[config.mk]
export PLATFORM = sky130hd
export DESIGN_NAME = l1_gan_loader
export DESIGN_NICKNAME = d
export VERILOG_FILES = /design/src/rtl/l1_gan_pkg.sv /design/src/rtl/l1_gan_loader_word_demux.sv /design/src/rtl/l1_gan_loader.sv
export SDC_FILE = /design/constraint.sdc
export NUM_CORES = 2
export LEC_CHECK = 0
export ABC_AREA = 1
export BUFFER_PORTS_ARGS = -buffer_cell sky130_fd_sc_hd__buf_2
export CAP_MARGIN = 10
export CORE_AREA = 2 2 485 487
export CTS_BUF_LIST = sky130_fd_sc_hd__clkbuf_8 sky130_fd_sc_hd__clkbuf_16
export CTS_CLUSTER_DIAMETER = 150
export DETAILED_ROUTE_END_ITERATION = 6
export DIE_AREA = 0 0 487 489
export PLACE_DENSITY = 0.33
export RECOVER_POWER = 50
export SLEW_MARGIN = 10
export SYNTH_ARGS = -nofsm -noshare
export SYNTH_HDL_FRONTEND = slang
export SYNTH_HIERARCHICAL = 1
export SYNTH_SLANG_ARGS = --single-unit
[constraint.sdc]
create_clock -name clk -period 2.2 [get_ports clk]
set_input_delay 0.11 -clock clk [delete_from_list [all_inputs] [get_ports clk]]
set_output_delay 0.11 -clock clk [all_outputs]
set_load 0.02 [all_outputs]
[src/rtl/l1_gan_pkg.sv]
// Shared constants for the l1_gan parameter loader: word width, slot map and FSM states.
// Each bus occupies a contiguous run of stream slots with its first word at the LSB.
package l1_gan_pkg;

    localparam int DW      = 16;
    localparam int N_PARAM = 73;
    localparam int N_X     = 4;
    localparam int CW      = 7;

    localparam int L1_W_OFS = 0;   localparam int L1_W_N = 16;
    localparam int L1_B_OFS = 16;  localparam int L1_B_N = 4;
    localparam int L2_W_OFS = 20;  localparam int L2_W_N = 8;
    localparam int L2_B_OFS = 28;  localparam int L2_B_N = 2;
    localparam int L3_W_OFS = 30;  localparam int L3_W_N = 2;
    localparam int L3_B_OFS = 32;  localparam int L3_B_N = 1;
    localparam int L4_W_OFS = 33;  localparam int L4_W_N = 1;
    localparam int L4_B_OFS = 34;  localparam int L4_B_N = 1;
    localparam int L5_W_OFS = 35;  localparam int L5_W_N = 1;
    localparam int L5_B_OFS = 36;  localparam int L5_B_N = 1;
    localparam int L6_W_OFS = 37;  localparam int L6_W_N = 2;
    localparam int L6_B_OFS = 39;  localparam int L6_B_N = 2;
    localparam int L7_W_OFS = 41;  localparam int L7_W_N = 8;
    localparam int L7_B_OFS = 49;  localparam int L7_B_N = 4;
    localparam int L8_W_OFS = 53;  localparam int L8_W_N = 16;
    localparam int L8_B_OFS = 69;  localparam int L8_B_N = 4;

    typedef enum logic [1:0] {
        ST_IDLE   = 2'b00,
        ST_LOAD_P = 2'b01,
        ST_LOAD_X = 2'b10
    } state_e;

endpackage

[src/rtl/l1_gan_loader_word_demux.sv]
// Decodes the word counter into one-hot write enables for the parameter and input slots.
module l1_gan_word_demux
    import l1_gan_pkg::*;
(
    input  logic              i_we_p,
    input  logic              i_we_x,
    input  logic [CW-1:0]     i_cnt,
    output logic [N_PARAM-1:0] o_we_p,
    output logic [N_X-1:0]    o_we_x
);

    // Slot select: exactly one enable per accepted word, none when idle
    always_comb begin
        o_we_p = '0;
        o_we_x = '0;
        for (int i = 0; i < N_PARAM; i++) begin
            o_we_p[i] = i_we_p && (i_cnt == CW'(i));
        end
        for (int j = 0; j < N_X; j++) begin
            o_we_x[j] = i_we_x && (i_cnt == CW'(j));
        end
    end

endmodule

[src/rtl/l1_gan_loader.sv]
// Serial loader for l1_gan: assembles 73 parameter words and 4 input words into
// registered buses, with an input-only reload path that reuses stored parameters.
module l1_gan_loader
    import l1_gan_pkg::*;
(
    input  logic          clk,
    input  logic          rst_n,
    input  logic          load_all,
    input  logic          load_x,
    input  logic [DW-1:0] in_data,
    input  logic          in_valid,
    output logic          in_ready,
    output logic [DW-1:0] x1,
    output logic [DW-1:0] x2,
    output logic [DW-1:0] x3,
    output logic [DW-1:0] x4,
    output logic [255:0]  L1_w,
    output logic [63:0]   L1_b,
    output logic [127:0]  L2_w,
    output logic [31:0]   L2_b,
    output logic [31:0]   L3_w,
    output logic [15:0]   L3_b,
    output logic [15:0]   L4_w,
    output logic [15:0]   L4_b,
    output logic [15:0]   L5_w,
    output logic [15:0]   L5_b,
    output logic [31:0]   L6_w,
    output logic [31:0]   L6_b,
    output logic [127:0]  L7_w,
    output logic [63:0]   L7_b,
    output logic [255:0]  L8_w,
    output logic [63:0]   L8_b,
    output logic          out_valid,
    output logic          frame_done,
    output logic          cmd_err
);

    state_e                r_state;
    state_e                w_state_nxt;
    logic [CW-1:0]         r_cnt;
    logic [CW-1:0]         w_cnt_nxt;
    logic                  r_params_loaded;
    logic                  w_params_loaded_nxt;
    logic                  r_out_valid;
    logic                  w_out_valid_nxt;
    logic                  r_frame_done;
    logic                  w_frame_done_nxt;
    logic                  r_cmd_err;
    logic                  w_cmd_err_nxt;
    logic                  r_in_ready;
    logic                  w_xfer;
    logic                  w_we_p;
    logic                  w_we_x;
    logic [N_PARAM-1:0]    w_we_p_vec;
    logic [N_X-1:0]        w_we_x_vec;
    logic [N_PARAM*DW-1:0] r_params;
    logic [DW-1:0]         r_x [N_X];

    assign w_xfer = in_valid && r_in_ready;

    // Next-state, counter and status-flag decode
    always_comb begin
        w_state_nxt         = r_state;
        w_cnt_nxt           = r_cnt;
        w_params_loaded_nxt = r_params_loaded;
        w_out_valid_nxt     = r_out_valid;
        w_frame_done_nxt    = 1'b0;
        w_cmd_err_nxt       = 1'b0;
        w_we_p              = 1'b0;
        w_we_x              = 1'b0;
        case (r_state)
            ST_IDLE: begin
                if (load_all) begin
                    w_state_nxt         = ST_LOAD_P;
                    w_cnt_nxt           = '0;
                    w_params_loaded_nxt = 1'b0;
                    w_out_valid_nxt     = 1'b0;
                end else if (load_x) begin
                    if (r_params_loaded) begin
                        w_state_nxt     = ST_LOAD_X;
                        w_cnt_nxt       = '0;
                        w_out_valid_nxt = 1'b0;
                    end else begin
                        w_cmd_err_nxt   = 1'b1;
                    end
                end else begin
                    w_state_nxt = ST_IDLE;
                end
            end
            ST_LOAD_P: begin
                if (w_xfer) begin
                    w_we_p = 1'b1;
                    if (r_cnt == CW'(N_PARAM - 1)) begin
                        w_state_nxt         = ST_LOAD_X;
                        w_cnt_nxt           = '0;
                        w_params_loaded_nxt = 1'b1;
                    end else begin
                        w_cnt_nxt = r_cnt + CW'(1);
                    end
                end else begin
                    w_cnt_nxt = r_cnt;
                end
            end
            ST_LOAD_X: begin
                if (w_xfer) begin
                    w_we_x = 1'b1;
                    if (r_cnt == CW'(N_X - 1)) begin
                        w_state_nxt      = ST_IDLE;
                        w_cnt_nxt        = '0;
                        w_frame_done_nxt = 1'b1;
                        w_out_valid_nxt  = 1'b1;
                    end else begin
                        w_cnt_nxt = r_cnt + CW'(1);
                    end
                end else begin
                    w_cnt_nxt = r_cnt;
                end
            end
            default: begin
                w_state_nxt = ST_IDLE;
                w_cnt_nxt   = '0;
            end
        endcase
    end

    // FSM state, counter and registered status outputs
    always_ff @(posedge clk) begin
        if (!rst_n) begin
            r_state         <= ST_IDLE;
            r_cnt           <= '0;
            r_params_loaded <= 1'b0;
            r_out_valid     <= 1'b0;
            r_frame_done    <= 1'b0;
            r_cmd_err       <= 1'b0;
            r_in_ready      <= 1'b0;
        end else begin
            r_state         <= w_state_nxt;
            r_cnt           <= w_cnt_nxt;
            r_params_loaded <= w_params_loaded_nxt;
            r_out_valid     <= w_out_valid_nxt;
            r_frame_done    <= w_frame_done_nxt;
            r_cmd_err       <= w_cmd_err_nxt;
            r_in_ready      <= (w_state_nxt != ST_IDLE);
        end
    end

    l1_gan_word_demux u_demux (
        .i_we_p (w_we_p),
        .i_we_x (w_we_x),
        .i_cnt  (r_cnt),
        .o_we_p (w_we_p_vec),
        .o_we_x (w_we_x_vec)
    );

    // Parameter and input word storage, raw bit patterns
    always_ff @(posedge clk) begin
        if (!rst_n) begin
            r_params <= '0;
            for (int j = 0; j < N_X; j++) begin
                r_x[j] <= '0;
            end
        end else begin
            for (int i = 0; i < N_PARAM; i++) begin
                if (w_we_p_vec[i]) begin
                    r_params[i*DW +: DW] <= in_data;
                end
            end
            for (int j = 0; j < N_X; j++) begin
                if (w_we_x_vec[j]) begin
                    r_x[j] <= in_data;
                end
            end
        end
    end

    assign in_ready   = r_in_ready;
    assign out_valid  = r_out_valid;
    assign frame_done = r_frame_done;
    assign cmd_err    = r_cmd_err;

    assign x1 = r_x[0];
    assign x2 = r_x[1];
    assign x3 = r_x[2];
    assign x4 = r_x[3];

    assign L1_w = r_params[L1_W_OFS*DW +: L1_W_N*DW];
    assign L1_b = r_params[L1_B_OFS*DW +: L1_B_N*DW];
    assign L2_w = r_params[L2_W_OFS*DW +: L2_W_N*DW];
    assign L2_b = r_params[L2_B_OFS*DW +: L2_B_N*DW];
    assign L3_w = r_params[L3_W_OFS*DW +: L3_W_N*DW];
    assign L3_b = r_params[L3_B_OFS*DW +: L3_B_N*DW];
    assign L4_w = r_params[L4_W_OFS*DW +: L4_W_N*DW];
    assign L4_b = r_params[L4_B_OFS*DW +: L4_B_N*DW];
    assign L5_w = r_params[L5_W_OFS*DW +: L5_W_N*DW];
    assign L5_b = r_params[L5_B_OFS*DW +: L5_B_N*DW];
    assign L6_w = r_params[L6_W_OFS*DW +: L6_W_N*DW];
    assign L6_b = r_params[L6_B_OFS*DW +: L6_B_N*DW];
    assign L7_w = r_params[L7_W_OFS*DW +: L7_W_N*DW];
    assign L7_b = r_params[L7_B_OFS*DW +: L7_B_N*DW];
    assign L8_w = r_params[L8_W_OFS*DW +: L8_W_N*DW];
    assign L8_b = r_params[L8_B_OFS*DW +: L8_B_N*DW];

endmodule

==> results.cfg <==
[cts]
cts_buffers = 151
clockBufferDepth = 3
cts.clk_slew.worst_paths_ns = 0.06
cts-root-buf = clkbuf_16
cts_tree = done
clk_latency_ns = 0.80
cts.sinks = 1246
cts_max_level = 4

[yosys]
postSynthCellCount = 4376
synth_cell_types = 28
ys.warnings.count = 6
synth_seq_cells = 1246
synth_fp_nets = 4403
synth_area_per_cell_sq_um = 9.28
yosys.area.top_type_share_pct = 58.2
ys_seq_area_share_pct = 63.0
synth_area_leaders = dfxtp_1 58%, o21ai_0 14%, a21oi_1 14%
yosys.area.top_type = dfxtp_1
syn-cell-area_sq_um = 40600

[drt]
wirelength_um = 220000
dr_total_vias = 37100
avgViaCountPerCell = 4.23
drtIter0Drc = 1930
wl_per_cell_um = 25.0
ant_nets = 0
drtPass1Iterations = 5
drcViolationCount = 0

[placement]
dp_slack_ns = -0.242
gp_congestion = 0.753
dp_hpwl_um = 142000
portBuffers = 1256
place_inst = 8427
dpl-instance-area_sq_um = 52300

[floorplanning]
die_area_sq_um = 238000
initial_utilization_pct = 17.4
die_y_um = 489
die_w_um = 487
rows = 178
fp.coreArea_sq_um = 234000
ios = 1257

[job]
maxCapViolCount = 0

[finish]
utilization_pct = 24.6
area_delta_synth_final_pct = 41.4
fin_cells = 8773
finalInstanceArea_sq_um = 57400
final_common_cell = clkbuf_1
drive_gt1_share_pct = 11.5
fin_nets = 5616
mostFrequentLayoutCells = 1,223 x clkbuf_1, 1,181 x dfxtp_1, 1,172 x o21ai_0, 1,170 x a21oi_1, 177 x clkbuf_16
n_fill_cell = 25700

[critical_path]
timing.rr.end = r_params[649]
reg2reg_depth = 13
crit_path_end_kind = flip-flop
r2r_start = r_state[1]
cp-start-kind = flip-flop
crit_required_ns = 2.85
critical_path_class = reg2reg
cp_max_fo = 16
regToRegSetupSlack_ns = 0.11
cp.arrival_ns = 2.73

[timing]
finClkSkew_ns = 0.0452
fin_ws_ns = 0.115
finalCriticalPeriod_ns = 2.09
drv_slew = 0
rsz0062_at_grt = true
fin_crit_sh_pct = 94.8
slew_headroom_pct = 46.3
hold_viol_final = 0
fmax_mhz = 480
fin_setup_tns_ns = 0
tightestPinTransition_ns = 0.805
hold_ws_ns = 0.212
final-setup-viol-count = 0

[pwr]
power.total_mw = 50.4
total_leakage_power_nw = 20.9
power.switching_mw = 12.0
p_per_area_nw_per_um2 = 877
p_int_mw = 38.3
p_sw_share_pct = 23.9
vdd.ir_drop.worst_mv = 0.566
sequentialPowerShare_pct = 45.4
clockPowerShare_pct = 51.0
p_comb_share_pct = 3.6

[run_status]
status = complete, no violations

[global_route]
overflow = 0
gr-usage-all-layers_pct = 16.7
grt_pass1_vias = 34900
grt_max_degree = 133
grt_pass1_wl_um = 285000
antenna_found_initial = 8

[hold_path]
hold_end = r_params[772]
hp-class = in2reg
min_from = in_data[4]
whs_path_depth = 4
[registers in the layout, indices dropped and copies added, names as in the netlist]
register         flops
cmd_err              1
frame_done           1
in_ready             1
out_valid            1
r_cnt                7
r_params          1168
r_params_loaded      1
r_state              2
r_x                 64
[logic make-up after synthesis]
kind of cell	Yosys count	synth area share (%)
buffers and inverters	526	5.38
xor gates and xnor gates	4	0.0863
and+or+nand+nor	248	2.45
DFF	1246	63.0
AOI/OAI and AO/OA	2346	28.9
adders and majority gates	6	0.185
[per-layer routing]
| metal | global-route usage [%] | up-vias | routed length (um) |
|---|---|---|---|
| li1 | - | 17800 | - |
| met1 | 20.7 | 17700 | 93700 |
| met2 | 26.6 | 1264 | 100000 |
| met3 | 6.37 | 281 | 18300 |
| met4 | 5.70 | 2 | 7160 |
| met5 | 0 | - | 13 |
[power by group through the flow]
stage | clock [mW] | combinational (mW) | sequential [mW]
2_1_floorplan | 0 | 0.719 | 23.4
3_3_place_gp | 0 | 1.87 | 23.3
3_5_place_dp | 0 | 1.85 | 23.3
4_1_cts | 26.5 | 1.89 | 22.8
5_1_grt | 27.4 | 1.93 | 22.8
6_report | 25.7 | 1.83 | 22.8
[final cells by class]
class | count | area (sq um) | area share [%]
flip-flops and latches | 1246 | 25600 | 44.6
multi-input cells | 2604 | 13300 | 23.2
repair buffers | 1546 | 9390 | 16.3
clock buffers | 188 | 4320 | 7.53
well taps | 3060 | 3830 | 6.67
clock inverters | 82 | 792 | 1.38
inverters | 40 | 190 | 0.331
diodes | 7 | 17.5 | 0.0305
[how the worst max path moves through the flow]
| stage | startpoint | endpoint | slack, ns | cells past startpoint |
|---|---|---|---|---|
| floorplan | in_ready | r_params[1164] | 0.21 | 12 |
| global placement | r_state[0] | r_x[1][11] | -0.21 | 9 |
| detailed placement | r_state[0] | r_x[1][11] | -0.24 | 9 |
| CTS | r_state[1] | r_params[696] | 0.001 | 12 |
| global route | r_state[1] | r_params[866] | -0.05 | 11 |
| finish | r_state[1] | r_params[649] | 0.11 | 13 |
[what timing repair did]
item                                    in CTS  in global routing
setup buffers                                0                 24
cloned                                       0                 23
hold buffers                                22                  0
endpoints found under the hold margin      868                  0
gates resized for setup                     15                 42
endpoints found under the setup margin     306               1101
pin swaps                                    0                 19
[worst max-delay path, stage by stage (launching register included)]
cell	delay (ns)
dfxtp_1	0.32
inv_2	0.07
ha_2	0.18
nand2_2	0.08
inv_2	0.09
nand2_2	0.09
nor2_4	0.17
nand2_2	0.12
buf_6	0.18
nor2_4	0.12
buf_12	0.14
buf_12	0.12
clkbuf_16	0.18
a21oi_1	0.08
[synth_stat cells]
cell	n
dfxtp_1	1182
o21ai_0	1172
a21oi_1	1170
clkbuf_1	323
nor2_1	167
buf_2	134
edfxtp_1	64
nand2_1	47
inv_1	22
buf_1	18
inv_2	18
nand3_1	18
buf_4	10
ha_1	6
or2_2	4
nand2_2	3
nor2_2	3
nand4_1	2
nor4_1	2
xnor2_1	2
xor2_1	2
buf_6	1
nand3_2	1
nor3_1	1
o211ai_1	1
o21a_1	1
o21ai_1	1
o22ai_1	1
Note: power is estimated with default switching activity, not from simulation.
